[config.mk]
export PLATFORM = sky130hd
export DESIGN_NAME = data_mem_arbiter
export DESIGN_NICKNAME = d
export VERILOG_FILES = /design/src/rtl/data_mem_arbiter.sv
export SDC_FILE = /design/constraint.sdc
export NUM_CORES = 1
export LEC_CHECK = 0
export CORE_ASPECT_RATIO = 0.8
export CORE_MARGIN = 4
export CORE_UTILIZATION = 30
export CTS_BUF_LIST = sky130_fd_sc_hd__clkbuf_4
export CTS_CLUSTER_DIAMETER = 100
export DETAILED_ROUTE_END_ITERATION = 10
export GPL_TIMING_DRIVEN = 0
export PLACE_DENSITY = 0.69
export SLEW_MARGIN = 10
export SYNTH_ARGS = -nofsm -noshare
export SYNTH_HDL_FRONTEND = slang
export SYNTH_SLANG_ARGS = --single-unit
[constraint.sdc]
create_clock -name clk -period 2.9 [get_ports clk]
set_input_delay 0.87 -clock clk [delete_from_list [all_inputs] [get_ports clk]]
set_output_delay 0.87 -clock clk [all_outputs]
set_load 0.005 [all_outputs]
[src/rtl/data_mem_arbiter.sv]
// Round-robin arbiter that lets NUM_CONSUMERS load/store units share one data-memory port.
// Only one memory transaction is in flight at a time. The requester keeps its ready high until it drops its valid.
module data_mem_arbiter #(
    parameter int ADDR_BITS     = 8,
    parameter int DATA_BITS     = 8,
    parameter int NUM_CONSUMERS = 4
) (
    input  logic                               clk,
    input  logic                               reset,
    input  logic [NUM_CONSUMERS-1:0]           consumer_read_valid,
    input  logic [NUM_CONSUMERS*ADDR_BITS-1:0] consumer_read_address,
    output logic [NUM_CONSUMERS-1:0]           consumer_read_ready,
    output logic [NUM_CONSUMERS*DATA_BITS-1:0] consumer_read_data,
    input  logic [NUM_CONSUMERS-1:0]           consumer_write_valid,
    input  logic [NUM_CONSUMERS*ADDR_BITS-1:0] consumer_write_address,
    input  logic [NUM_CONSUMERS*DATA_BITS-1:0] consumer_write_data,
    output logic [NUM_CONSUMERS-1:0]           consumer_write_ready,
    output logic                               mem_read_valid,
    output logic [ADDR_BITS-1:0]               mem_read_address,
    input  logic                               mem_read_ready,
    input  logic [DATA_BITS-1:0]               mem_read_data,
    output logic                               mem_write_valid,
    output logic [ADDR_BITS-1:0]               mem_write_address,
    output logic [DATA_BITS-1:0]               mem_write_data,
    input  logic                               mem_write_ready,
    output logic                               busy
);

    localparam int ID_W = (NUM_CONSUMERS > 1) ? $clog2(NUM_CONSUMERS) : 1;
    localparam logic [ID_W:0] NC = (ID_W+1)'(NUM_CONSUMERS);

    typedef enum logic [1:0] {IDLE, READ_WAIT, WRITE_WAIT, RELAY} state_t;

    state_t                             state_q, state_d;
    logic [ID_W-1:0]                    rr_ptr_q, rr_ptr_d;
    logic [ID_W-1:0]                    id_q, id_d;
    logic                               is_read_q, is_read_d;
    logic [ADDR_BITS-1:0]               addr_q, addr_d;
    logic [DATA_BITS-1:0]               wdata_q, wdata_d;
    logic [NUM_CONSUMERS*DATA_BITS-1:0] rdata_q, rdata_d;

    logic [ID_W:0]              cand;
    logic [ID_W:0]              next_ptr;
    logic [ID_W-1:0]            gnt_id;
    logic                       gnt_found;
    logic [NUM_CONSUMERS-1:0]   id_onehot;

    always_ff @(posedge clk or posedge reset) begin
        if (reset) begin
            state_q   <= IDLE;
            rr_ptr_q  <= '0;
            id_q      <= '0;
            is_read_q <= 1'b0;
            addr_q    <= '0;
            wdata_q   <= '0;
            rdata_q   <= '0;
        end else begin
            state_q   <= state_d;
            rr_ptr_q  <= rr_ptr_d;
            id_q      <= id_d;
            is_read_q <= is_read_d;
            addr_q    <= addr_d;
            wdata_q   <= wdata_d;
            rdata_q   <= rdata_d;
        end
    end

    // Scan from rr_ptr upward with wrap-around; the first consumer with any valid wins.
    always_comb begin
        gnt_found = 1'b0;
        gnt_id    = '0;
        cand      = '0;
        for (int unsigned k = 0; k < NUM_CONSUMERS; k++) begin
            cand = {1'b0, rr_ptr_q} + (ID_W+1)'(k);
            if (cand >= NC) cand = cand - NC;
            if (!gnt_found && (consumer_read_valid[cand[ID_W-1:0]] ||
                               consumer_write_valid[cand[ID_W-1:0]])) begin
                gnt_found = 1'b1;
                gnt_id    = cand[ID_W-1:0];
            end
        end
        next_ptr = {1'b0, gnt_id} + (ID_W+1)'(1);
    end

    always_comb begin
        state_d   = state_q;
        rr_ptr_d  = rr_ptr_q;
        id_d      = id_q;
        is_read_d = is_read_q;
        addr_d    = addr_q;
        wdata_d   = wdata_q;
        rdata_d   = rdata_q;
        unique case (state_q)
            IDLE: begin
                if (gnt_found) begin
                    id_d      = gnt_id;
                    rr_ptr_d  = (next_ptr == NC) ? '0 : next_ptr[ID_W-1:0];
                    wdata_d   = consumer_write_data[gnt_id*DATA_BITS +: DATA_BITS];
                    is_read_d = consumer_read_valid[gnt_id];
                    if (consumer_read_valid[gnt_id]) begin
                        addr_d  = consumer_read_address[gnt_id*ADDR_BITS +: ADDR_BITS];
                        state_d = READ_WAIT;
                    end else begin
                        addr_d  = consumer_write_address[gnt_id*ADDR_BITS +: ADDR_BITS];
                        state_d = WRITE_WAIT;
                    end
                end
            end
            READ_WAIT: begin
                if (mem_read_ready) begin
                    rdata_d[id_q*DATA_BITS +: DATA_BITS] = mem_read_data;
                    state_d = RELAY;
                end
            end
            WRITE_WAIT: begin
                if (mem_write_ready) state_d = RELAY;
            end
            RELAY: begin
                if (is_read_q ? !consumer_read_valid[id_q] : !consumer_write_valid[id_q])
                    state_d = IDLE;
            end
            default: state_d = IDLE;
        endcase
    end

    always_comb begin
        id_onehot = '0;
        for (int unsigned i = 0; i < NUM_CONSUMERS; i++)
            id_onehot[i] = (id_q == ID_W'(i));
    end

    assign consumer_read_ready  = (state_q == RELAY &&  is_read_q) ? id_onehot : '0;
    assign consumer_write_ready = (state_q == RELAY && !is_read_q) ? id_onehot : '0;
    assign consumer_read_data   = rdata_q;
    assign mem_read_valid       = (state_q == READ_WAIT);
    assign mem_write_valid      = (state_q == WRITE_WAIT);
    assign mem_read_address     = addr_q;
    assign mem_write_address    = addr_q;
    assign mem_write_data       = wdata_q;
    assign busy                 = (state_q != IDLE);

endmodule
==> results.toml <==
[synth]
synthArstFlopShare = 1.00
synth_fp_nets = 506
syn-cell-area_um2 = 3520
yosysUniqueCellTypes = 59
synth_area_leaders = "dfrtp_1 39%, a22o_1 8.5%, nand2_1 6.4%"
yosysMostFrequentCell = "nand2_1"
synth_top_area_share = 0.391
synth_top_area_cell = "dfrtp_1"
synth_edf_count = 0
synth_common_cells = "60 x nand2_1, 55 x dfrtp_1, 34 x a22o_1, 34 x o21ai_0, 30 x nand3_1"
ys_ff_latch = 55
ys_warn_count = 0
synthFlopType = "dfrtp_1"
syn_area_per_cell_um2 = 9.32
syn_inst = 378
seq_area_frac_synth = 0.391

[cells_and_area]
final_nets = 703
layout-drive-gt1-share = 0.135
final_util = 0.507
nFillCells = 1070
syn_to_final_growth_pct = 65.6

[grt]
grt_max_degree = 38
grt_overflow_total = 0
grt_pass1_wl_um = 20100
gr-usage-all-layers = 0.184
antenna_found_initial = 2
grt_pass1_vias = 3934

[floorplanning]
die_width_um = 129
start_util = 0.306
io-pin-count = 183
die_y_um = 105
rows = 35
core_um2 = 11500
dieArea_um2 = 13500

[setup_path]
cp-end-kind = "flip-flop"
path_max_fanout = 7
critPathKind = "in2reg"
r2r_cells = 6
r2r-start = "state_q[1]"
reg2reg_to = "consumer_read_data[12]"
crit_required_ns = 3.22
cp.arrival_ns = 3.13
rrSetupSlack_ns = 0.34
worstSetupStartpointType = "primary input"

[clocking]
cts_buffers = 5
clock_sinks = 55
clk_path_buf_depth = 2
htree_levels = 2
insertion_delay_ns = 0.40
clk_pin_slew_worst_paths_ns = 0.19
root_buffer = "clkbuf_4"
cts_hold_repair.buffers = 0
cts_tree = "yes"

[power]
powerDensity_nw_per_um2 = 857
ir_drop_mv = 0.240
p_leak_nw = 2.51

[placed_design]
gp_congestion = 0.876
hpwl_um = 10100
dpl_worst_slack_ns = -1.01
port_buffers = 181

[timing]
grt_setup_unrepaired = "no"
fin_crit_ns = 2.82
maxSlewHeadroom = 0.295
fin_crit_sh = 0.971
worst_hold_slack_ns = 0.495
max_freq_mhz = 355
setup_viol = 0
hold_violations = 0
setup_tns_ns = 0
fin_ws_ns = 0.0835
slew_violations = 0
finClkSkew_ns = 0.0181
tightest_slew_ns = 1.05

[flow_run]
drv_cap = 0

[detailed_routing]
initialDrtViolationCount = 214
drc = 0
via_per_inst = 5.18
drt_first_pass_iters = 4
wl_per_cell_um = 17.5
vias = 3759
wirelength_um = 12700
ant_nets = 0

[run_status]
status = "complete, no violations"

[min_path]
hold_class = "reg2reg"
holdPathEnd = "mem_write_data[5]"
hold_depth = 2
hold_start = "mem_write_data[5]"
-- flip-flops by register name, indices dropped and copies added (netlist names) --
signal and count:
consumer_read_data 32, mem_read_address 8, mem_write_data 8, id_q 2, rr_ptr_q 2, state_q 2, is_read_q 1
-- stage by stage --
step                total power, mW  instance area (µm²)  std cells
global placement               4.34                 5540        707
finish                         5.00                 5830        726
CTS                            4.96                 5760        722
detailed placement             4.43                 5590        709
floorplan                      3.01                 3540        378
global route                   5.40                 5830        726
-- layout by cell type (no fill, tap or decap), types with 5 or more instances in the layout --
| cell type | n |
|---|---|
| buf_4 | 17 |
| nand2_1 | 60 |
| o211ai_1 | 7 |
| dfrtp_1 | 55 |
| clkdlybuf4s50_1 | 172 |
| clkbuf_1 | 7 |
| mux2i_1 | 14 |
| nor2_1 | 13 |
| clkbuf_4 | 7 |
| o21ai_0 | 33 |
| o21ai_1 | 5 |
| ha_1 | 10 |
| inv_1 | 5 |
| nand3_1 | 30 |
| a22o_1 | 34 |
| and3_1 | 7 |
-- worst max path at each step --
stage / cells past startpoint / startpoint / endpoint
2_1_floorplan: 7 / consumer_read_valid[1] / mem_read_address[7]
3_3_place_gp: 9 / consumer_read_valid[1] / mem_read_address[2]
3_5_place_dp: 9 / consumer_read_valid[1] / mem_read_address[2]
4_1_cts: 8 / consumer_read_valid[1] / mem_read_address[7]
5_1_grt: 5 / id_q[0] / consumer_read_ready[2]
6_report: 8 / consumer_write_valid[1] / mem_read_address[7]
-- timing repair --
item | in CTS | in global routing
resized for setup | 25 | 23
pin swaps | 2 | 3
setup endpoints to repair | 24 | 22
buffers inserted | 5 | 2
-- cell type report --
cell class / instances / area, µm² / share of cell area
plain buffers: 25 / 170 / 0.0292
repair buffers: 190 / 1880 / 0.323
diodes: 2 / 5.00 / 0.000858
clock buffers: 5 / 37.5 / 0.00643
clock inverters: 3 / 27.5 / 0.00472
multi-input cells: 287 / 2100 / 0.360
flip-flops and latches: 55 / 1380 / 0.236
inverters: 11 / 50.0 / 0.00858
well taps: 148 / 185 / 0.0317
-- worst max-delay path, cell delays in order --
cell and delay [ns]:
dlygate4sd2_1 0.29, or4_4 0.52, o2111a_2 0.24, o21ai_4 0.17
nand3_4 0.12, nand2_8 0.13, mux4_2 0.52, a211o_1 0.27
-- logic make-up (layout without fill, tap and decap cells) --
family,count (synthesis),after routing,share of synthesized area
flip-flops,55,55,0.391
multiplexers,21,21,0.0728
AND/OR/NAND/NOR,139,139,0.197
buffers and inverters,36,234,0.0551
AO/OA/AOI/OAI,115,115,0.242
adder cells (fa/ha/maj),12,12,0.0426
other,0,2,0
-- power breakdown --
group          internal (mW)  leakage, nW  total (mW)  switching (mW)
Combinational           1.76         1.76        3.30            1.54
Clock                  0.102       0.0333       0.380           0.278
Sequential              1.09        0.718        1.32           0.225
Total                   2.96         2.51        5.00            2.04
-- routing by layer --
layer,global-route usage,up-vias,part of all wire
met5,0,-,0
met4,0.0435,0,0.018
met3,0.0409,16,0.080
met2,0.310,161,0.49
met1,0.238,1780,0.42
li1,-,1802,-
Power figures use the tool's default switching activity.
